**config.mk**
```make
export PLATFORM = sky130hd
export DESIGN_NAME = note_grid_drawer
export DESIGN_NICKNAME = d
export VERILOG_FILES = /design/src/rtl/display_pkg.sv /design/src/rtl/pixel_scan_counter.sv /design/src/rtl/note_grid_drawer.sv
export SDC_FILE = /design/constraint.sdc
export NUM_CORES = 1
export LEC_CHECK = 0
export CAP_MARGIN = 20
export CORE_MARGIN = 10
export CORE_UTILIZATION = 40
export DETAILED_ROUTE_END_ITERATION = 7
export PLACE_DENSITY = 0.65
export SKIP_CTS_REPAIR_TIMING = 1
export SLEW_MARGIN = 25
export SYNTH_ARGS = -nofsm -noshare
export SYNTH_HDL_FRONTEND = slang
export SYNTH_HIERARCHICAL = 1
export SYNTH_SLANG_ARGS = --single-unit
```
**constraint.sdc**
```tcl
create_clock -name clock -period 2.7 [get_ports clock]
set_clock_uncertainty 0.1 [all_clocks]
set_input_delay 0.54 -clock clock [delete_from_list [all_inputs] [get_ports clock]]
set_output_delay 0.54 -clock clock [all_outputs]
set_load 0.01 [all_outputs]
```
**src/rtl/display_pkg.sv**
```systemverilog
// Shared types, colours and helpers for the note grid display path.
package display_pkg;

   typedef enum logic [1:0] {
      StIdle  = 2'd0,
      StDraw  = 2'd1,
      StClear = 2'd2
   } state_t;

   localparam logic [2:0] BgColour  = 3'b000;
   localparam logic [2:0] HitColour = 3'b111;

   // Lane colours repeat every four lanes.
   function automatic logic [2:0] lane_colour(input int unsigned lane);
      logic [2:0] col;
      unique case (lane % 4)
         0:       col = 3'b010;
         1:       col = 3'b100;
         2:       col = 3'b110;
         default: col = 3'b001;
      endcase
      return col;
   endfunction

endpackage

```
**src/rtl/pixel_scan_counter.sv**
```systemverilog
// Nested {row, lane, cy, cx} pixel scan counter; cx innermost, row outermost.
module pixel_scan_counter #(
   parameter int unsigned LANES  = 4,
   parameter int unsigned ROWS   = 8,
   parameter int unsigned CELL_W = 8,
   parameter int unsigned CELL_H = 8,
   localparam int unsigned CxW   = (CELL_W > 1) ? $clog2(CELL_W) : 1,
   localparam int unsigned CyW   = (CELL_H > 1) ? $clog2(CELL_H) : 1,
   localparam int unsigned LaneW = (LANES > 1) ? $clog2(LANES) : 1,
   localparam int unsigned RowW  = (ROWS > 1) ? $clog2(ROWS) : 1
) (
   input  logic             clock,
   input  logic             reset,
   input  logic             clr,
   input  logic             en,
   output logic [RowW-1:0]  row,
   output logic [LaneW-1:0] lane,
   output logic [CyW-1:0]   cy,
   output logic [CxW-1:0]   cx,
   output logic             last
);

   logic [CxW-1:0]   cx_q, cx_d;
   logic [CyW-1:0]   cy_q, cy_d;
   logic [LaneW-1:0] lane_q, lane_d;
   logic [RowW-1:0]  row_q, row_d;
   logic             cx_max, cy_max, lane_max, row_max;

   // Per-field wrap detection.
   always_comb begin
      cx_max   = (cx_q == CxW'(CELL_W - 1));
      cy_max   = (cy_q == CyW'(CELL_H - 1));
      lane_max = (lane_q == LaneW'(LANES - 1));
      row_max  = (row_q == RowW'(ROWS - 1));
      last     = cx_max && cy_max && lane_max && row_max;
   end

   // Ripple increment; every field wraps to 0, so the last pixel returns to the origin.
   always_comb begin
      cx_d   = cx_q;
      cy_d   = cy_q;
      lane_d = lane_q;
      row_d  = row_q;
      if (clr) begin
         cx_d   = '0;
         cy_d   = '0;
         lane_d = '0;
         row_d  = '0;
      end else if (en) begin
         cx_d = cx_max ? '0 : cx_q + 1'b1;
         if (cx_max) begin
            cy_d = cy_max ? '0 : cy_q + 1'b1;
            if (cy_max) begin
               lane_d = lane_max ? '0 : lane_q + 1'b1;
               if (lane_max) begin
                  row_d = row_max ? '0 : row_q + 1'b1;
               end
            end
         end
      end
   end

   // Counter state.
   always_ff @(posedge clock or negedge reset) begin
      if (!reset) begin
         cx_q   <= '0;
         cy_q   <= '0;
         lane_q <= '0;
         row_q  <= '0;
      end else begin
         cx_q   <= cx_d;
         cy_q   <= cy_d;
         lane_q <= lane_d;
         row_q  <= row_d;
      end
   end

   assign row  = row_q;
   assign lane = lane_q;
   assign cy   = cy_q;
   assign cx   = cx_q;

endmodule

```
**src/rtl/note_grid_drawer.sv**
```systemverilog
// Redraws the snapshotted note grid one pixel per clock on each beat, and
// blanks the grid after reset and at every song end.
module note_grid_drawer
   import display_pkg::*;
#(
   parameter int unsigned LANES    = 4,
   parameter int unsigned ROWS     = 8,
   parameter int unsigned CELL_W   = 8,
   parameter int unsigned CELL_H   = 8,
   parameter int unsigned X_ORIGIN = 64,
   parameter int unsigned Y_ORIGIN = 24,
   localparam int unsigned CxW     = (CELL_W > 1) ? $clog2(CELL_W) : 1,
   localparam int unsigned CyW     = (CELL_H > 1) ? $clog2(CELL_H) : 1,
   localparam int unsigned LaneW   = (LANES > 1) ? $clog2(LANES) : 1,
   localparam int unsigned RowW    = (ROWS > 1) ? $clog2(ROWS) : 1
) (
   input  logic                  clock,
   input  logic                  reset,
   input  logic                  beatIncremented,
   input  logic                  songDone,
   input  logic [LANES*ROWS-1:0] noteGrid,
   output logic                  readyForSong,
   output logic                  plot,
   output logic [7:0]            x,
   output logic [6:0]            y,
   output logic [2:0]            colour,
   output logic                  overrun
);

   state_t                state_q, state_d;
   logic [LANES*ROWS-1:0] grid_q;
   logic                  clear_pending_q, clear_pending_d;
   logic                  song_done_prev_q;
   logic                  overrun_q;

   logic                  scan_clr, scan_en, scan_last;
   logic [RowW-1:0]       row;
   logic [LaneW-1:0]      lane;
   logic [CyW-1:0]        cy;
   logic [CxW-1:0]        cx;

   logic                  is_idle, accept, song_done_rise;
   logic                  active, note_bit;
   logic [31:0]           x_sum, y_sum, bit_idx;
   logic [LANES*ROWS-1:0] grid_shift;

   assign is_idle        = (state_q == StIdle);
   assign accept         = is_idle && beatIncremented;
   assign song_done_rise = songDone && !song_done_prev_q;
   assign scan_clr       = is_idle && (beatIncremented || clear_pending_q);
   assign scan_en        = !is_idle;

   pixel_scan_counter #(
      .LANES  (LANES),
      .ROWS   (ROWS),
      .CELL_W (CELL_W),
      .CELL_H (CELL_H)
   ) u_scan (
      .clock (clock),
      .reset (reset),
      .clr   (scan_clr),
      .en    (scan_en),
      .row   (row),
      .lane  (lane),
      .cy    (cy),
      .cx    (cx),
      .last  (scan_last)
   );

   // State register; reset lands in CLEAR so the grid is blanked first.
   always_ff @(posedge clock or negedge reset) begin
      if (!reset) begin
         state_q <= StClear;
      end else begin
         state_q <= state_d;
      end
   end

   // Next state: a beat wins over a pending clear.
   always_comb begin
      state_d = state_q;
      unique case (state_q)
         StIdle: begin
            if (beatIncremented) begin
               state_d = StDraw;
            end else if (clear_pending_q) begin
               state_d = StClear;
            end
         end
         StDraw, StClear: begin
            if (scan_last) begin
               state_d = StIdle;
            end
         end
         default: state_d = StIdle;
      endcase
   end

   // Clear request: a fresh songDone edge always wins over consumption.
   always_comb begin
      clear_pending_d = clear_pending_q;
      if (is_idle && !beatIncremented && clear_pending_q) begin
         clear_pending_d = 1'b0;
      end
      if (song_done_rise) begin
         clear_pending_d = 1'b1;
      end
   end

   // Grid snapshot, clear request, songDone history and sticky overrun.
   always_ff @(posedge clock or negedge reset) begin
      if (!reset) begin
         grid_q           <= '0;
         clear_pending_q  <= 1'b0;
         song_done_prev_q <= 1'b0;
         overrun_q        <= 1'b0;
      end else begin
         if (accept) begin
            grid_q <= noteGrid;
         end
         clear_pending_q  <= clear_pending_d;
         song_done_prev_q <= songDone;
         if (beatIncremented && !is_idle) begin
            overrun_q <= 1'b1;
         end
      end
   end

   // Pixel decode; gated by reset so outputs drop to 0 as soon as reset asserts.
   always_comb begin
      active     = !is_idle && reset;
      x_sum      = X_ORIGIN + 32'(lane) * CELL_W + 32'(cx);
      y_sum      = Y_ORIGIN + 32'(row) * CELL_H + 32'(cy);
      bit_idx    = 32'(row) * LANES + 32'(lane);
      grid_shift = grid_q >> bit_idx;
      note_bit   = (state_q == StDraw) && grid_shift[0];
      plot       = active;
      x          = '0;
      y          = '0;
      colour     = '0;
      if (active) begin
         x = x_sum[7:0];
         y = y_sum[6:0];
         if (note_bit) begin
            colour = lane_colour(32'(lane));
         end else if (32'(row) == ROWS - 1) begin
            colour = HitColour;
         end else begin
            colour = BgColour;
         end
      end
      readyForSong = is_idle;
      overrun      = overrun_q;
   end

endmodule

```
After elaboration in Yosys (flattened, before gate mapping) --
Cells that the tools add are included.
Storage, ports and cells: input bits 36, output and inout bits 21, flip-flop bits (word level) 48
Operators by class: shifts and indexed selects 1, equal/unequal tests 11, add/subtract/negate cells 9, reduce and logical (&&, ||, !) cells 26, multiplexer cells 30
Operators with widths (count):
- 3-bit two-way mux | 16
- 32-bit logical NOT | 1
- 32-bit by 6-bit >> shifter with 1-bit output | 1
- 2-bit two-way mux | 8
- 1-bit logical AND | 11
- 3-bit by 1-bit adder with 3-bit output (second input constant) | 3
- 3-bit == test (second input constant) | 3
- 3-bit one-hot mux with 3 select lines | 1
- 7-bit by 5-bit adder with 8-bit output (first input constant) | 1
- 8-bit by 3-bit adder with 8-bit output | 1
- 8-bit two-way mux | 1
- 2-bit nonzero test | 4
- 5-bit by 6-bit adder with 7-bit output (first input constant) | 1
- 7-bit by 3-bit adder with 7-bit output | 1
- 7-bit two-way mux | 1
- 5-bit by 2-bit adder with 6-bit output | 1
- 2-bit == test (second input constant) | 3
- 2-bit by 1-bit == test with 1-bit output (second input constant) | 2
- 2-bit != test (second input constant) | 2
- 2-bit one-hot mux with 2 select lines | 1
- 2-bit AND reduction | 2
- 4-bit AND reduction | 1
- 1-bit logical NOT | 3
- 3-bit != test (second input constant) | 1
- 6 further kinds | 7

Longest topological paths before layout --
Gate-level depths: netlist of run 1.
depth in word-level cells 7, depth in mapped cells 8, gate-level depth less buffers 7

Cells and area by module --
Netlist of run 1, hierarchy kept.
By module, submodules not included:
- note_grid_drawer | area an instance 1971.9 µm², instances 1, cells each 165, sequential area each 927.1 µm²
- pixel_scan_counter | area an instance 643.1 µm², instances 1, cells each 55, sequential area each 275.3 µm²

Worst setup path before layout of run 1 --
OpenSTA, ideal clock, no wires.
kind reg-to-output, start point reg state_q[1], end point out colour[0], slack 230 ps, arrival time 1830 ps, buffers on the path 1, required time 2060 ps, stages on the path, launching flop included 9, cells stage by stage dfstp_2 > inv_1 > ha_1 > inv_1 > nand2_1 > inv_1 > clkbuf_1 > nand3_1 > o21ai_1
On the way: word-level cells in the longest chain between the ends 4, elaborated cells on any way between the ends 7, classes of those cells eq/ne (1); mux (2); reduce/logical (4)
RTL lines:
- start, declared | RTL line note_grid_drawer.sv:30 | state_t state_q, state_d;
- start signal, assigned | RTL line note_grid_drawer.sv:73 | state_q <= StClear;
- start signal, assigned | RTL line note_grid_drawer.sv:75 | state_q <= state_d;
- 2-bit logical NOT | RTL line note_grid_drawer.sv:47 | assign is_idle = (state_q == StIdle);
- net readyForSong | RTL line note_grid_drawer.sv:22 | output logic readyForSong,
- 1-bit logical NOT | RTL line note_grid_drawer.sv:131 | active = !is_idle && reset;
- 1-bit logical AND | RTL line note_grid_drawer.sv:131
- net plot | RTL line note_grid_drawer.sv:23 | output logic plot,
- 3-bit two-way mux | RTL line note_grid_drawer.sv:141 | if (active) begin
- end, declared | RTL line note_grid_drawer.sv:26 | output logic [2:0] colour,
The timed path passes the listed nets, and every way through them passes these cells.

Worst setup path after layout of run 1 --
start point reg u_scan.lane_q[0] (netlist: u_scan/lane[0]), end point out colour[0]
On the way: word-level cells in the longest chain between the ends 5, elaborated cells on any way between the ends 9, classes of those cells add/sub (1); eq/ne (2); shift (1); mux (3); reduce/logical (2)
RTL lines:
- start, declared | RTL line pixel_scan_counter.sv:25 | logic [LaneW-1:0] lane_q, lane_d;
- start signal, assigned | RTL line pixel_scan_counter.sv:73 | lane_q <= lane_d;
- 5-bit by 2-bit adder with 6-bit output | RTL line note_grid_drawer.sv:134 | bit_idx = 32'(row) * LANES + 32'(lane);
- 32-bit by 6-bit >> shifter with 1-bit output | RTL line note_grid_drawer.sv:135 | grid_shift = grid_q >> bit_idx;
- 1-bit logical AND | RTL line note_grid_drawer.sv:136 | note_bit = (state_q == StDraw) && grid_shift[0];
- 3-bit two-way mux * | RTL line note_grid_drawer.sv:144 | if (note_bit) begin
- 3-bit two-way mux * | RTL line note_grid_drawer.sv:141
Every way passes the cells marked *; elsewhere a longest branch is shown, timed or not.

==> impl_results.md, run 1 <==
- Status: complete, no violations
- Antenna Cells: 0
- Critical Path Max Stage Delay: 0.45 ns
- Per-cell via count in the routed design: approximately 5.1
- Wire length after detailed routing: ~5700 um
- Sequential cell area fraction in the yosys report: between 40% and 50%
- Count of filler cells inserted in the layout: about 590
- Cells along the critical path: buf_4 > mux2i_1 > a22o_1 > a31oi_1 > nand4b_1 > and3_4 > o21ai_1 > buf_2
- TritonCTS clock tree: done
- Post-route cell area: around 3400 sq um
- Initial antenna violation count: 0
- Count of synthesis-stage warnings from yosys: 6
- Initial DRC Count: slightly above 50
- Overall overflow remaining after global route: 0
- Final total power: ~1.9 mW
- Setup repair after global routing missed its margin: true
- Setup Crit Path Kind: flop to output port
- Width of the die: approximately 100 um
- Initial Util: slightly above 40%
- Clk sinks: 48
- Cell row count: 29
- Number of setup violations in the final report: 0
- Port Buffers: 54
- Net total in the final layout: roughly 330
- Detailed-route via count: approximately 1800
- Library cells used by synthesis: 43
- Post-detailed-placement cell area: 3270 sq um
- Global Route Usage Sum: between 10% and 20%
- Post-detail-place hpwl: ~4300 um
- Via count of the first global-routing pass: 1898
- Remaining antenna violation count: 0
- WL per Instance: between 15 and 20 um
- Final hold violations: 0
- Final count of pins violating max slew: 0
- Layout cell share with drive strength beyond 1: 25.4%
- Timing-limited maximum frequency: around 380 MHz
- Layout-stage area growth over the synthesis result: 30.5%
- Post-layout minimum cycle time: roughly 2.6 ns
- Worst-path clk slew: 0.09 ns
- Top-level I/O count: 57
- Category of the worst setup path launch point: flop
- Flip-flop and latch count after synthesis: between 40 and 50
- Number of buffers created by CTS: 5
- Data arrival time of the critical path: 1.97 ns
- Summed negative setup slack over all endpoints: 0 ns
- P per Cell Area: 556 nW/um^2
- Period utilization: 96.6%
- Data required time at the worst endpoint: a little over 2 ns
- Clk buf depth: 2
- Largest vdd supply drop: ~0.00026 V
- Maximum number of pins on one net before global-route repair: between 40 and 50
- Library cell used as clock root buffer: clkbuf_8
- Setup slack after layout: 0.0917 ns
- Leak pwr: roughly 1.8 nW
- Max H-tree Level: 2
- Max stage delay cell, worst path: dfrtp_2
- Combined buffer and inverter count along the critical path: 2
- Die Footprint: a little over 10000 sq um
- Core area: approximately 6300 sq um
- Synthesized area per cell: about 12 sq um
- Max-cap violations: 0
- Clk Latency, worst-skew pair: 0.30 ns
- Synth Cell Area: approximately 2600 sq um
- First-pass GRT wire length: roughly 9400 um
- Height of the chip: 101 um
- Transition time at the pin with the least slew margin: 0.631 ns
- RD Place Congestion: roughly 0.75
- Worst relative slew slack: between 50% and 60%
- Number of standard cells after synthesis: 220
- DR DRC count: 0
- Number of iterations in the first detailed-routing pass: 4
- Type of element capturing the critical path: output port
- Largest delay share family, worst path: compound AO/OA/AOI/OAI gates
- Pre-CTS setup slack: -0.0190 ns
- Peak fanout along the critical path: 5
- Type of the tightest min-delay check: input pin to asynchronous set/reset pin
per-layer routing:
| metal | global-route usage (%) | part of all wire, % | vias to the layer above | wire (um) |
|---|---|---|---|---|
| met3 | 3.77 | 5.1 | 4 | 295 |
| met2 | 17.0 | 45 | 38 | 2590 |
| li1 | - | - | 906 | - |
| met1 | 15.1 | 49 | 889 | 2780 |
| met4 | 3.59 | 1.1 | 0 | 63 |
| met5 | 0 | 0 | - | 0 |
power breakdown:
part / internal (mW) / total, mW / switching [mW]
registers: 0.776 / 0.827 / 0.0509
clock network: 0.279 / 0.524 / 0.245
logic: 0.311 / 0.548 / 0.237
cells by family after synthesis:
family          synth area share, %
flops                          46.0
other cells                   0.143
mux                            23.2
xor+xnor                      0.335
compound gates                 6.65
buf+inv                        4.83
fa+ha+maj                      6.70
simple gates                   12.2
area by class of cell:
class	instances	area (sq um)	share of cell area [%]
Sequential cell	48	1200	35.3
Clock inverter	3	47.5	1.39
Multi-Input combinational cell	150	1280	37.6
Clock buffer	5	68.8	2.02
Tap cell	77	96.3	2.82
Timing Repair Buffer	68	677	19.8
Inverter	10	37.5	1.10
through the flow:
| stage | utilization [%] | cells | hold slack, ns |
|---|---|---|---|
| detailed placement | 51.5 | 352 | 0.327 |
| floorplan | - | 221 | 0.144 |
| CTS | 53.4 | 360 | 0.314 |
| finish | 53.8 | 361 | 0.301 |
| global route | 53.8 | 361 | 0.346 |
| global placement | 51.5 | 352 | 0.324 |
state kept, by name, indices dropped and copies added (netlist names):
| signal | cells |
|---|---|
| state_q | 2 |
| u_scan/lane | 2 |
| song_done_prev_q | 1 |
| u_scan/row | 3 |
| u_scan/cx | 3 |
| clear_pending_q | 1 |
| u_scan/cy | 3 |
| overrun | 1 |
| grid_q | 32 |
Yosys cell counts (all sizes together):
| cell type | count | area, sq um |
|---|---|---|
| nand4 | 2 | 12.5 |
| nor3 | 2 | 10.0 |
| nand2b | 8 | 50.1 |
| nand4b | 1 | 8.76 |
| buf | 12 | 85.1 |
| conb | 1 | 3.75 |
| o2111ai | 1 | 15.0 |
| nand2 | 5 | 18.8 |
| a21bo | 3 | 30.0 |
| o22a | 1 | 8.76 |
| and3 | 2 | 17.5 |
| and2b | 1 | 10.0 |
| nand3 | 10 | 50.1 |
| and2 | 6 | 37.5 |
| mux2i | 17 | 170 |
| a22o | 1 | 8.76 |
| mux4 | 2 | 52.6 |
| a22oi | 1 | 7.51 |
| xor2 | 1 | 8.76 |
| nor2 | 12 | 45.0 |
| a21o | 1 | 7.51 |
| nor2b | 2 | 12.5 |
| a32o | 1 | 10.0 |
| o21ai | 5 | 25.0 |
| and4 | 2 | 17.5 |
| o211ai | 1 | 7.51 |
| a21oi | 7 | 38.8 |
| dfstp | 1 | 26.3 |
| clkbuf | 1 | 3.75 |
| nand4bb | 1 | 11.3 |
| dfrtp | 47 | 1180 |
| mux2 | 34 | 383 |
| or3b | 2 | 17.5 |
| a31oi | 1 | 6.26 |
| inv | 10 | 37.5 |
| a311oi | 1 | 8.76 |
| ha | 14 | 175 |
cell usage in the layout (no fill, tap or decap), types with 3 or more instances in the layout:
master,count
o21ai_1,3
clkbuf_8,5
and2_1,6
buf_4,12
mux2_2,34
clkdlybuf4s50_1,36
nand2_1,5
nand3_1,10
mux2i_1,17
buf_2,4
a21oi_1,6
dlymetal6s2s_1,14
a21bo_2,3
ha_1,14
nor2_1,12
dfrtp_1,46
inv_1,9
nand2b_1,8
path summary, 6_finish.rpt:
check                      slack (ns)                          end  cells after the start                       start
setup / recovery                 0.09                    colour[0]                      8  u_scan/lane[0]$_DFFE_PN0P_
hold / removal                   0.30     u_scan/cx[0]$_DFFE_PN0P_                      2                       reset
setup reg to reg                 0.74        grid_q[9]$_DFFE_PN0P_                      6      state_q[1]$_DFFE_PN1P_
hold reg to reg                  0.33  clear_pending_q$_DFFE_PN0P_                      1  song_done_prev_q$_DFF_PN0_
max in group asynchronous        1.75   u_scan/lane[0]$_DFFE_PN0P_                      2                       reset
min in group clock               0.33  clear_pending_q$_DFFE_PN0P_                      1  song_done_prev_q$_DFF_PN0_
Power figures use the tool's default switching activity.
==> run 2, diff against run 1 <==
--- a/config.mk
+++ b/config.mk
@@ -9,9 +9,9 @@
 export CORE_MARGIN = 10
 export CORE_UTILIZATION = 40
 export DETAILED_ROUTE_END_ITERATION = 7
+export GPL_TIMING_DRIVEN = 1
 export PLACE_DENSITY = 0.65
 export SKIP_CTS_REPAIR_TIMING = 1
-export SLEW_MARGIN = 25
 export SYNTH_ARGS = -nofsm -noshare
 export SYNTH_HDL_FRONTEND = slang
 export SYNTH_HIERARCHICAL = 1
==> results of run 2 <==
Final layout, timing and power as in run 1 (identical DEF).
==> run 3, diff against run 2 <==
--- a/config.mk
+++ b/config.mk
@@ -6,6 +6,7 @@
 export NUM_CORES = 1
 export LEC_CHECK = 0
 export CAP_MARGIN = 20
+export CORE_ASPECT_RATIO = 1.1
 export CORE_MARGIN = 10
 export CORE_UTILIZATION = 40
 export DETAILED_ROUTE_END_ITERATION = 7
==> run 3 against run 2 <==
  * Sequential power up 0.8%
  * Clock power up 2%
  * Sequential cell count unchanged
  * First-iteration DRC count down 22%
  * Routed wire length up 1.6%
==> impl_results.md, run 3 (synthesis results as in run 1) <==
- Status: complete, no violations
- First-pass GRT wire length: 9500 um (+0.58%)
- Period utilization: 99.2% (+2.6 points)
- Cell row count: 30 (+3.4%)
- Height of the chip: 105 um (+3.9%)
- Via count of the first global-routing pass: 1949 (+2.7%)
- Leak pwr: 1.81 nW (+1.8%)
- Max-cap violations: 0 (unchanged)
- Global Route Usage Sum: 11.0% (-0.34 points)
- Die Footprint: 10200 sq um (about the same)
- Post-detail-place hpwl: 4350 um (about the same)
- Data arrival time of the critical path: 2.04 ns (+0.07 ns)
- Clk Latency, worst-skew pair: 0.30 ns (about the same)
- Placed Instances: 355 (+0.85%)
- Cells along the critical path: mux4_2 > nor2_1 > o22a_1 > o2111ai_2 > o21ai_1 > buf_2
- Type of the tightest min-delay check: input pin to asynchronous set/reset pin
- Antenna Cells: 0 (unchanged)
- Timing-limited maximum frequency: 373 MHz (-2.6%)
- Count of filler cells inserted in the layout: 572 (-3.4%)
- Most common cell after layout, fill and taps aside: dfrtp_1
- Data required time at the worst endpoint: 2.06 ns (about the same)
- Layout-stage area growth over the synthesis result: 33.1%
- Width of the die: 97.1 um (-3.7%)
- Detailed-route via count: 1867 (+1.6%)
- Setup slack after layout: 0.0221 ns (-0.0696 ns)
- RD Place Congestion: 0.737 (-1.3%)
- Number of buffers created by CTS: 5 (unchanged)
- Net total in the final layout: 338 (+1.5%)
- Net switching power: 0.555 mW (+4.1%)
- Worst-path clk slew: 0.10 ns (about the same)
- Largest vdd supply drop: 0.000251 V (-5.3%)
- Pre-CTS setup slack: -0.103 ns (-0.0843 ns)
- Max stage delay cell, worst path: mux4_2
- Initial antenna violation count: 0 (unchanged)
- Port Buffers: 54 (unchanged)
- Type of element capturing the critical path: output port
- TritonCTS clock tree: done
- Commonest cells after routing, fill and taps aside: 46 x dfrtp_1, 36 x clkdlybuf4s50_1, 34 x mux2_2
- Category of the worst setup path launch point: flop
- Clk sinks: 48 (unchanged)
- Initial Util: 41.7% (+0.53 points)
- Initial DRC Count: 40 (-22%)
- Count of non-filler cells in the finished layout: 369 (+2.2%)
- Max H-tree Level: 2 (unchanged)
- Internal Dissipation: 1.41 mW (+3.4%)
- Setup Crit Path Kind: flop to output port
- Library cell used as clock root buffer: clkbuf_8
- Final count of pins violating max slew: 0 (unchanged)
- Setup repair after global routing missed its margin: true
- Core area: 6270 sq um (-1.3%)
- Layout cell share with drive strength beyond 1: 27.3% (+2.0 points)
- Per-cell via count in the routed design: 5.06 (-0.57%)
- Overall overflow remaining after global route: 0 (unchanged)
- WL per Instance: 15.8 um (-0.56%)
- Transition time at the pin with the least slew margin: 0.605 ns (-0.0260 ns)
- Switch share: 28.2% (+0.13 points)
- Number of setup violations in the final report: 0 (unchanged)
- Peak fanout along the critical path: 8 (+3)
- Proportion of power drawn by the clock network: 27.2% (-0.4 points)
- Final total power: 1.97 mW (+3.6%)
- Final hold slack: 0.245 ns (-0.0566 ns)
- Wire length after detailed routing: 5820 um (+1.6%)
- DR DRC count: 0 (unchanged)
- Post-layout minimum cycle time: 2.68 ns (+0.0696 ns)
- Critical Path Max Stage Delay: 0.52 ns (+0.07 ns)
- Number of iterations in the first detailed-routing pass: 4 (unchanged)
- Clk buf depth: 2 (unchanged)
- Part of the power in registers: 42.4% (-1.2 points)
- Summed negative setup slack over all endpoints: 0 ns (unchanged)
- Register with the most flip-flops: grid_q
- Number of flip-flops under the largest register name: 32 (unchanged)
- Final hold violations: 0 (unchanged)
- Top-level I/O count: 57 (unchanged)
- Maximum number of pins on one net before global-route repair: 49 (unchanged)
- Remaining antenna violation count: 0 (unchanged)
- Logic pwr share: 30.4% (+1.6 points)
- Worst relative slew slack: 59.7% (+1.7 points)
- P per Cell Area: 565 nW/um^2 (+1.6%)
==> run 3: per-layer routing <==
layer  part of all wire [%]  track usage [%]  wire [um]  up-vias
met4                    1.4             4.43         80        0
met1                     46             13.7       2650      901
met3                    4.8             2.96        280        4
li1                       -                -          -      916
met2                     48             17.6       2810       46
met5                      0                0          0        -
==> run 3: cell type report <==
cell class / count / area [sq um] / area share (%)
repair buffers: 73 / 736 / 21.1
clock buffers: 5 / 68.8 / 1.98
clock inverters: 3 / 46.3 / 1.33
inverters: 10 / 37.5 / 1.08
multi-input cells: 150 / 1290 / 37.0
flip-flops and latches: 48 / 1200 / 34.6
well taps: 80 / 100 / 2.88
==> run 3: critical path: cells and delay by family, from the launching register on <==
kind                   cells  cell delay (ns)
AND/OR/NAND/NOR            1             0.10
AO/OA/AOI/OAI              3             0.49
flip-flops                 1             0.47
multiplexers               1             0.52
buffers and inverters      1             0.16
==> run 3: power by group through the flow <==
stage	Combinational [mW]	Clock (mW)	Sequential, mW
6_report	0.598	0.536	0.834
5_1_grt	0.664	0.583	0.846
4_1_cts	0.552	0.554	0.830
3_5_place_dp	0.551	0	0.844
3_3_place_gp	0.537	0	0.838
2_1_floorplan	0.334	0	0.835
==> run 3: worst paths after layout <==
path                                             from  slack [ns]                     endpoint  cells after the start
max reg2reg                    state_q[1]$_DFFE_PN1P_        0.72       grid_q[14]$_DFFE_PN0P_                      6
min in group clock         song_done_prev_q$_DFF_PN0_        0.35  clear_pending_q$_DFFE_PN0P_                      1
max in group asynchronous                       reset        1.81   u_scan/lane[0]$_DFFE_PN0P_                      2
min                                             reset        0.24    u_scan/row[1]$_DFFE_PN0P_                      2
min reg2reg                song_done_prev_q$_DFF_PN0_        0.35  clear_pending_q$_DFFE_PN0P_                      1
max                        u_scan/lane[0]$_DFFE_PN0P_        0.02                    colour[1]                      6
==> run 3: per-stage QoR <==
stage / utilization (%) / instance area [sq um]
3_5_place_dp: 52.3 / 3280
5_1_grt: 55.5 / 3480
6_report: 55.5 / 3480
4_1_cts: 54.1 / 3390
2_1_floorplan: - / 2620
3_3_place_gp: 52.3 / 3280
